### config.mk
export PLATFORM = sky130hd
export DESIGN_NAME = exc_arbiter_flat
export DESIGN_NICKNAME = d
export VERILOG_FILES = /design/src/rtl/exc_arbiter_pkg.sv /design/src/rtl/exc_arbiter_if.sv /design/src/rtl/exc_arbiter_irq_sync.sv /design/src/rtl/exc_arbiter.sv /design/src/flat_wrapper.sv
export SDC_FILE = /design/constraint.sdc
export NUM_CORES = 1
export LEC_CHECK = 0
export CORE_AREA = 2 2 76 64
export DETAILED_ROUTE_END_ITERATION = 16
export DIE_AREA = 0 0 78 66
export PLACE_DENSITY = 0.84
export SLEW_MARGIN = 20
export SYNTH_ARGS = -nofsm -noshare
export SYNTH_HDL_FRONTEND = slang
export SYNTH_SLANG_ARGS = --single-unit
### constraint.sdc
create_clock -name clk -period 3.9 [get_ports clk]
set_clock_uncertainty 0.15 [all_clocks]
set_input_delay 0.585 -clock clk [delete_from_list [all_inputs] [get_ports clk]]
set_output_delay 0.585 -clock clk [all_outputs]
set_load 0.05 [all_outputs]
### src/rtl/exc_arbiter_pkg.sv
// Exception codes and arbiter state encoding shared by the exception arbiter and CP0.
// Also holds the fixed-priority ExcCode selection for synchronous exceptions.
package exc_pkg;

  localparam logic [4:0] EXC_INT = 5'd0;
  localparam logic [4:0] EXC_SYS = 5'd8;
  localparam logic [4:0] EXC_BP  = 5'd9;
  localparam logic [4:0] EXC_TR  = 5'd13;

  typedef enum logic {
    IDLE    = 1'b0,
    SERVICE = 1'b1
  } exc_state_t;

  // syscall > break > trap; the caller guarantees at least one is active
  function automatic logic [4:0] sync_code(input logic syscall, input logic brk);
    if (syscall)  return EXC_SYS;
    else if (brk) return EXC_BP;
    else          return EXC_TR;
  endfunction

endpackage

### src/rtl/exc_arbiter_if.sv
// Decode/CP0-side bundle into the exception arbiter; master drives decode and CP0 state,
// slave (the arbiter) returns the exception request and handler status.
interface exc_arbiter_if #(
  parameter int N_IRQ = 3,
  parameter int CNT_W = 32
);
  logic             syscall;
  logic             brk;
  logic             teq;
  logic             teq_cond;
  logic             eret;
  logic [N_IRQ-1:0] irq;
  logic             status_ie;
  logic [N_IRQ:0]   status_im;
  logic [31:0]      pc;
  logic             timer_wr;
  logic [CNT_W-1:0] timer_wdata;

  logic             exc_req;
  logic [4:0]       exc_code;
  logic [31:0]      exc_pc;
  logic [31:0]      exc_vec;
  logic [2:0]       irq_id;
  logic             in_service;
  logic             double_fault;
  logic             timer_irq;

  modport master (
    output syscall, brk, teq, teq_cond, eret, irq, status_ie, status_im, pc,
           timer_wr, timer_wdata,
    input  exc_req, exc_code, exc_pc, exc_vec, irq_id, in_service, double_fault, timer_irq
  );

  modport slave (
    input  syscall, brk, teq, teq_cond, eret, irq, status_ie, status_im, pc,
           timer_wr, timer_wdata,
    output exc_req, exc_code, exc_pc, exc_vec, irq_id, in_service, double_fault, timer_irq
  );
endinterface

### src/rtl/exc_arbiter_irq_sync.sv
// Two-flop synchroniser for one asynchronous interrupt line plus a rising-edge pulse.
// Pulse is high for one cycle, two edges after the line rises.
module irq_sync (
  input  logic clk,
  input  logic rst,
  input  logic din,
  output logic pulse
);

  logic meta, sync, sync_q;

  always_ff @(posedge clk or posedge rst) begin
    if (rst) begin
      meta   <= 1'b0;
      sync   <= 1'b0;
      sync_q <= 1'b0;
    end else begin
      meta   <= din;
      sync   <= meta;
      sync_q <= sync;
    end
  end

  assign pulse = sync & ~sync_q;

endmodule

### src/rtl/exc_arbiter.sv
// Prioritises sync exceptions and interrupts into one CP0 exception request per handler entry.
// Optional compare timer on interrupt index N_IRQ when TIMER_IRQ_EN is defined.
module exc_arbiter
  import exc_pkg::*;
#(
  parameter int          N_IRQ      = 3,
  parameter logic [31:0] EXC_VECTOR = 32'h0000_0004,
  parameter int          CNT_W      = 32
) (
  input  logic          clk,
  input  logic          rst,
  exc_arbiter_if.slave  bus
);

  exc_state_t       state;
  logic             in_service_q;
  logic             double_fault_q;
  logic [N_IRQ-1:0] irq_pulse;
  logic [N_IRQ:0]   pending, pending_nxt, edge_set, im_eff, take_mask, clr_mask;
  logic             timer_hit, timer_clr;
  logic             sync_any, win_any, req, int_take;
  logic [2:0]       win_id;

  for (genvar g = 0; g < N_IRQ; g++) begin : g_sync
    irq_sync u_sync (
      .clk   (clk),
      .rst   (rst),
      .din   (bus.irq[g]),
      .pulse (irq_pulse[g])
    );
  end

`ifdef TIMER_IRQ_EN
  logic [CNT_W-1:0] count, compare;

  always_ff @(posedge clk or posedge rst) begin
    if (rst) begin
      count   <= '0;
      compare <= '0;
    end else begin
      count <= count + CNT_W'(1);
      if (bus.timer_wr) compare <= bus.timer_wdata;
    end
  end

  assign timer_hit     = (count == compare) && (compare != '0);
  assign timer_clr     = bus.timer_wr;
  assign im_eff        = bus.status_im;
  assign bus.timer_irq = pending[N_IRQ];
`else
  logic unused_timer;
  assign unused_timer  = ^{bus.timer_wr, bus.timer_wdata, bus.status_im[N_IRQ]};
  assign timer_hit     = 1'b0;
  assign timer_clr     = 1'b0;
  assign im_eff        = {1'b0, bus.status_im[N_IRQ-1:0]};
  assign bus.timer_irq = 1'b0;
`endif

  assign edge_set  = {timer_hit, irq_pulse};
  assign take_mask = pending & im_eff & {(N_IRQ+1){bus.status_ie}};
  assign sync_any  = bus.syscall | bus.brk | (bus.teq & bus.teq_cond);

  // Descending scan so the lowest enabled index is the last one written
  always_comb begin
    win_id  = '0;
    win_any = 1'b0;
    for (int i = N_IRQ; i >= 0; i--) begin
      if (take_mask[i]) begin
        win_id  = 3'(i);
        win_any = 1'b1;
      end
    end
  end

  assign req      = (state == IDLE) && (sync_any || win_any);
  assign int_take = req && !sync_any;

  always_comb begin
    clr_mask = '0;
    if (int_take) clr_mask[win_id] = 1'b1;
    pending_nxt = (pending & ~clr_mask) | edge_set;
    if (timer_clr) pending_nxt[N_IRQ] = 1'b0;
  end

  always_ff @(posedge clk or posedge rst) begin
    if (rst) pending <= '0;
    else     pending <= pending_nxt;
  end

  always_ff @(posedge clk or posedge rst) begin
    if (rst) begin
      state          <= IDLE;
      in_service_q   <= 1'b0;
      double_fault_q <= 1'b0;
    end else begin
      case (state)
        IDLE: begin
          if (req) begin
            state        <= SERVICE;
            in_service_q <= 1'b1;
          end
        end
        SERVICE: begin
          // Handler is not re-entrant: a sync exception here is unrecoverable
          if (sync_any) double_fault_q <= 1'b1;
          if (bus.eret) begin
            state        <= IDLE;
            in_service_q <= 1'b0;
          end
        end
        default: begin
          state        <= IDLE;
          in_service_q <= 1'b0;
        end
      endcase
    end
  end

  assign bus.exc_req      = req;
  assign bus.exc_code     = (req && sync_any) ? sync_code(bus.syscall, bus.brk) : EXC_INT;
  assign bus.exc_pc       = req ? bus.pc : 32'h0;
  assign bus.exc_vec      = EXC_VECTOR;
  assign bus.irq_id       = int_take ? win_id : 3'd0;
  assign bus.in_service   = in_service_q;
  assign bus.double_fault = double_fault_q;

endmodule

### src/flat_wrapper.sv
// flat-port wrapper written by rule: the top's interface ports become plain ports
module exc_arbiter_flat import exc_pkg::*;
#(
  parameter int          N_IRQ      = 3,
  parameter logic [31:0] EXC_VECTOR = 32'h0000_0004,
  parameter int          CNT_W      = 32
)
  (clk, rst, bus_syscall, bus_brk, bus_teq, bus_teq_cond, bus_eret, bus_irq, bus_status_ie, bus_status_im, bus_pc, bus_timer_wr, bus_timer_wdata, bus_exc_req, bus_exc_code, bus_exc_pc, bus_exc_vec, bus_irq_id, bus_in_service, bus_double_fault, bus_timer_irq);
  exc_arbiter_if #(.N_IRQ(N_IRQ), .CNT_W(CNT_W)) bus_i ();
  input  logic clk;
  input  logic rst;
  input wire logic [$bits(bus_i.syscall)-1:0] bus_syscall;
  input wire logic [$bits(bus_i.brk)-1:0] bus_brk;
  input wire logic [$bits(bus_i.teq)-1:0] bus_teq;
  input wire logic [$bits(bus_i.teq_cond)-1:0] bus_teq_cond;
  input wire logic [$bits(bus_i.eret)-1:0] bus_eret;
  input wire logic [$bits(bus_i.irq)-1:0] bus_irq;
  input wire logic [$bits(bus_i.status_ie)-1:0] bus_status_ie;
  input wire logic [$bits(bus_i.status_im)-1:0] bus_status_im;
  input wire logic [$bits(bus_i.pc)-1:0] bus_pc;
  input wire logic [$bits(bus_i.timer_wr)-1:0] bus_timer_wr;
  input wire logic [$bits(bus_i.timer_wdata)-1:0] bus_timer_wdata;
  output wire logic [$bits(bus_i.exc_req)-1:0] bus_exc_req;
  output wire logic [$bits(bus_i.exc_code)-1:0] bus_exc_code;
  output wire logic [$bits(bus_i.exc_pc)-1:0] bus_exc_pc;
  output wire logic [$bits(bus_i.exc_vec)-1:0] bus_exc_vec;
  output wire logic [$bits(bus_i.irq_id)-1:0] bus_irq_id;
  output wire logic [$bits(bus_i.in_service)-1:0] bus_in_service;
  output wire logic [$bits(bus_i.double_fault)-1:0] bus_double_fault;
  output wire logic [$bits(bus_i.timer_irq)-1:0] bus_timer_irq;
  assign bus_i.syscall = bus_syscall;
  assign bus_i.brk = bus_brk;
  assign bus_i.teq = bus_teq;
  assign bus_i.teq_cond = bus_teq_cond;
  assign bus_i.eret = bus_eret;
  assign bus_i.irq = bus_irq;
  assign bus_i.status_ie = bus_status_ie;
  assign bus_i.status_im = bus_status_im;
  assign bus_i.pc = bus_pc;
  assign bus_i.timer_wr = bus_timer_wr;
  assign bus_i.timer_wdata = bus_timer_wdata;
  assign bus_exc_req = bus_i.exc_req;
  assign bus_exc_code = bus_i.exc_code;
  assign bus_exc_pc = bus_i.exc_pc;
  assign bus_exc_vec = bus_i.exc_vec;
  assign bus_irq_id = bus_i.irq_id;
  assign bus_in_service = bus_i.in_service;
  assign bus_double_fault = bus_i.double_fault;
  assign bus_timer_irq = bus_i.timer_irq;
  exc_arbiter #(.N_IRQ(N_IRQ), .EXC_VECTOR(EXC_VECTOR), .CNT_W(CNT_W)) u_core (.clk(clk), .rst(rst), .bus(bus_i));
endmodule
Word-level counts from Yosys, hierarchy flattened
Cells that the tools add are included.
- flip-flop bits (word level): 16
- memory bits (read-only): 0
- input port bits: 80
- word-level logic and storage cells: 62
- output and inout port bits: 76
- bits in writable memories: 0
- bits in latches: 0
- memories kept: 0
- $mul: 0
- add/subtract/negate cells: 0
- magnitude comparators: 2
- shifts and indexed selects: 0
- bitwise gates (word level): 15
- div/mod/pow operators: 0
- mux-type cells: 22
- equal/unequal tests: 2
- reductions and logical operators: 8
- operators with widths (kind ; count):
    32-bit 2-to-1 mux ; 1
    3-bit 2-to-1 mux ; 5
    5-bit 2-to-1 mux ; 2
    1-bit 2-to-1 mux ; 9
    4-bit AND ; 2
    1-bit AND ; 4
    4-bit by 3-bit AND with 4-bit output ; 1
    1-bit logical AND ; 4
    4-bit 2-to-1 mux ; 1
    1-bit NOT ; 4
    4-bit NOT ; 1
    4-bit by 3-bit OR with 4-bit output ; 1
    1-bit one-hot mux with 2 select lines ; 2
    2-bit AND reduction ; 2
    3-bit by 1-bit greater-or-equal comparator with 1-bit output (second input constant) ; 1
    3-bit < comparator (second input constant) ; 1
    1-bit demux with 2-bit select ; 1
    2-bit 2-to-1 mux ; 1
    2-bit by 1-bit != test with 1-bit output (second input constant) ; 1
    2-bit != test (second input constant) ; 1
    1-bit OR ; 2
    1-bit zero test ; 1
    1-bit logical OR ; 1

Logic depth before layout (Yosys ltp)
- depth after elaboration: 14
- gate-level depth with buffers: 4
- gate-level depth less buffers: 3

Hierarchy
From an unflattened synthesis, not the netlist that was laid out.
- cells, all modules: 127
- area, all modules: 1184.9 sq um
- by module, submodules not included (module ; sequential area each (sq um) ; area each (sq um) ; times used ; cells an instance):
    exc_arbiter ; 150.1 ; 907.1 ; 1 ; 112
    irq_sync ; 75.1 ; 92.6 ; 3 ; 5

Least setup slack after synthesis
No wires, ideal clock.
- path type: register to output
- start point: register u_core.state
- end point: output port bus_exc_code[2]
- cell stages (with the launch flop): 4
- data required time: 3.165 ns
- arrival: 2.245 ns
- slack: 0.920 ns
- buffers on the path: 2
- path through: dfrtp_1 -> clkbuf_1 -> clkbuf_1 -> nor4_1
- word-level cells in the longest chain between the ends: 4
- RTL lines (what ; RTL line ; source):
    from (decl) ; exc_arbiter.sv:15 ; exc_state_t state;
    from (signal assigned) ; exc_arbiter.sv:92 ; state <= IDLE;
    from (signal assigned) ; exc_arbiter.sv:99 ; state <= SERVICE;
    from (signal assigned) ; exc_arbiter.sv:107 ; state <= IDLE;
    1-bit NOT ; exc_arbiter.sv:75 ; assign req = (state == IDLE) && (sync_any || win_any);
    1-bit logical AND ; exc_arbiter.sv:75 ;
    1-bit logical AND ; exc_arbiter.sv:120 ; assign bus.exc_code = (req && sync_any) ? sync_code(bus.syscall, bus.brk) : EXC_INT;
    5-bit 2-to-1 mux ; exc_arbiter.sv:120 ;
    to (decl) ; flat_wrapper.sv:24 ; output wire logic [$bits(bus_i.exc_code)-1:0] bus_exc_code;
No other way between the ends.

Worst setup path in the final report
- start point: input port bus_brk
- end point: output port bus_irq_id[0]
- word-level cells in the longest chain between the ends: 6
- elaborated cells between the ends (all ways): 7
- those cells by class: mux: 1; bitwise: 2; reduce/logical: 4
- RTL lines (what ; RTL line ; source):
    from (decl) ; flat_wrapper.sv:13 ; input wire logic [$bits(bus_i.brk)-1:0] bus_brk;
    1-bit OR (*) (2 in series) ; exc_arbiter.sv:61 ; assign sync_any = bus.syscall | bus.brk | (bus.teq & bus.teq_cond);
    1-bit logical OR ; exc_arbiter.sv:75 ;
    1-bit logical AND ; exc_arbiter.sv:75 ;
    1-bit logical AND (*) ; exc_arbiter.sv:76 ; assign int_take = req && !sync_any;
    3-bit 2-to-1 mux (*) ; exc_arbiter.sv:123 ; assign bus.irq_id = int_take ? win_id : 3'd0;
    to (decl) ; flat_wrapper.sv:27 ; output wire logic [$bits(bus_i.irq_id)-1:0] bus_irq_id;
Mark *: on every way between the ends. The rest lies on a longest branch, timed or not.

==> results_dict.tcl <==
set metrics [dict create \
    worstHoldPathType "reg -> reg" \
    avgRoutedWirePerCell_um 11.38 \
    drc 0 \
    fillers 448 \
    area_delta_synth_final_pct 62.65 \
    hold_viol 0 \
    synth_top_cell_area_share_pct 32.86 \
    holdBufCountCts 0 \
    min_period_ns 3.337 \
    fin_area_mm2 0.001858 \
    cts_sinks 15 \
    cts_buffer_depth 2 \
    end_kind "output port" \
    initial_core_util_pct 25.94 \
    ys_seq_elements 15 \
    synth_area_per_cell_um2 9.212 \
    first_global_vias 1025 \
    antenna_left 0 \
    n_antenna_cell 0 \
    p_per_area_mw_per_mm2 327.7 \
    grt_pass1_wl_mm 4.802 \
    drt-vias-per-instance 3.962 \
    path_max_fanout 5 \
    ys_seq_area_share_pct 32.86 \
    dp_hpwl_mm 2.445 \
    grtUsageTotal_pct 11.53 \
    final_util_pct 42.19 \
    synthCells 124 \
    drtIter0Drc 25 \
    min_period_over_period_pct 85.57 \
    multi_input_area_um2 553.0 \
    num_rows 22 \
    die_y_um 66 \
    cts_root_buffer "clkbuf_8" \
    critPathKind "in -> out" \
    grt_max_degree 36 \
    dieArea_mm2 0.005148 \
    clk_latency_ns 0.24 \
    slew_headroom_pct 64.54 \
    clkTransAtPathRegs_ns 0.05 \
    drv_cap 0 \
    cp_data_arrival_time_ns 2.60 \
    die_w_um 78 \
    finalMaxSlewViolations 0 \
    yosysWarnings 0 \
    routed-wl-met2_mm 1.570 \
    cts_tree "built" \
    rsz0062_at_grt "false" \
    htree_num_levels 1 \
    numCtsBuffers 3 \
    p_total_uw 609.0 \
    max-vdd-ir-drop_mv 0.1792 \
    ys.flop_type "dfrtp_1" \
    report.final.setup_viol 0 \
    seq_area_um2 375.4 \
    status "finished, final reports clean" \
    drive_gt1_share_pct 19.90 \
    post-cts-setup-buffers 0 \
    synthTopCellsByArea "dfrtp_1 (33%), buf_4 (24%), nor3b_1 (21%)" \
    grt_remaining_overflow 0 \
    p_leak_nw 0.8359 \
    cp-start-kind "input port" \
    netlist_area_mm2 0.001142 \
    route.vias.total 1054 \
    io_pins 156 \
    tightest_slew_ns 0.5312 \
    placed_area_mm2 0.001813 \
    fin_nets 287 \
    async_reset_ff_share_pct 100.0 \
    gp_congestion 0.7323 \
    route.met3.wl_um 220 \
    top_layer "met4" \
    drt-met1-wl_mm 1.218 \
    tns_ns 0 \
    cp.required_ns 3.16 \
    place.port_buffers 85 \
    antenna_found_initial 0 \
    first_pass_iters 3 \
    synth_area_leader_cell "dfrtp_1" \
    wirelength_mm 3.026 \
    core_mm2 0.004404 \
    ctsResizeCount 0 \
    fmax_mhz 299.7 \
    synth_edf_count 0 \
    synthDistinctLibCells 24 \
]
cell usage in the layout, fill, tap and decap left out, types with 2 or more instances in the layout:
master / netlist / final
nor2b_1: 2 / 2
dfrtp_1: 15 / 15
clkdlybuf4s50_1: 0 / 52
nor3_1: 3 / 3
nand2_1: 2 / 2
conb_1: 2 / 36
nor3b_1: 32 / 32
buf_4: 36 / 36
nor2_1: 4 / 4
inv_1: 5 / 5
a22o_1: 3 / 3
clkbuf_8: 0 / 3
layer usage:
layer / vias up / global-route usage, %
li1: 509 / -
met1: 495 / 13.91
met2: 48 / 20.91
met3: 2 / 3.142
met4: 0 / 1.974
met5: - / 0
final timing paths:
| kind | startpoint | to | slack (ns) | depth (start not counted) |
|---|---|---|---|---|
| max in group asynchronous | rst | u_core.g_sync[2].u_sync.sync$_DFF_PP0_ | 2.71 | 2 |
| min | u_core.g_sync[2].u_sync.meta$_DFF_PP0_ | u_core.g_sync[2].u_sync.sync$_DFF_PP0_ | 0.20 | 0 |
| max | bus_brk | bus_irq_id[0] | 0.56 | 5 |
| min in group asynchronous | rst | u_core.g_sync[1].u_sync.meta$_DFF_PP0_ | 0.54 | 2 |
| min reg2reg | u_core.g_sync[2].u_sync.meta$_DFF_PP0_ | u_core.g_sync[2].u_sync.sync$_DFF_PP0_ | 0.20 | 0 |
| max reg2reg | u_core.pending[1]$_DFF_PP0_ | u_core.bus.in_service$_DFFE_PP0P_ | 2.17 | 4 |
critical path, cell delays in order:
cell and delay, ns:
clkdlybuf4s50_1 0.47, a211oi_2 0.40, nand4_1 0.21, nor2_1 0.13, clkdlybuf4s50_1 0.81
cell type report:
cell class,instances,share of cell area [%]
well taps,60,4.040
clock buffers,4,2.424
flip-flops and latches,15,20.20
inverters,5,1.010
repair buffers,88,42.56
multi-input cells,94,29.76
through the flow:
| stage | setup slack (ns) | hold WS, ns | std cells |
|---|---|---|---|
| finish | 0.5628 | 0.1960 | 266 |
| global route | 0.4353 | 0.2125 | 266 |
| CTS | 0.5549 | 0.1978 | 266 |
| detailed placement | 0.5546 | 0.1856 | 262 |
| global placement | 0.6103 | 0.1822 | 262 |
| floorplan | 0.9204 | 0.1812 | 158 |
sequential cells by signal, summed over array words and instances, names as in the netlist:
register	flops
u_core.bus.double_fault	1
u_core.bus.in_service	1
u_core.g_sync.u_sync.meta	3
u_core.g_sync.u_sync.sync	3
u_core.g_sync.u_sync.sync_q	3
u_core.pending	3
u_core.state	1
power breakdown:
| part | switching, mW | internal, mW |
|---|---|---|
| Sequential | 0.00620 | 0.164 |
| Combinational | 0.225 | 0.0968 |
| Clock | 0.0449 | 0.0720 |
kinds of logic (layout without fill, tap and decap cells):
| kind of cell | count (synthesis) | count (layout) | share of synthesized area, % |
|---|---|---|---|
| AOI/OAI and AO/OA | 10 | 10 | 8.216 |
| and+or+nand+nor | 47 | 47 | 27.49 |
| DFF | 15 | 15 | 32.86 |
| buffers and inverters | 49 | 97 | 29.90 |
| muxes | 1 | 1 | 0.8763 |
| other | 2 | 36 | 0.6574 |
synthesized netlist by cell type, types with 2 or more instances:
master     n
nor2b_1    2
a22o_1     3
conb_1     2
nand2_1    2
nor3b_1   32
inv_1      5
buf_4     36
nor2_1     4
buf_6      3
dfrtp_1   15
nor3_1     3
clkbuf_1   5
Power figures use the tool's default switching activity.
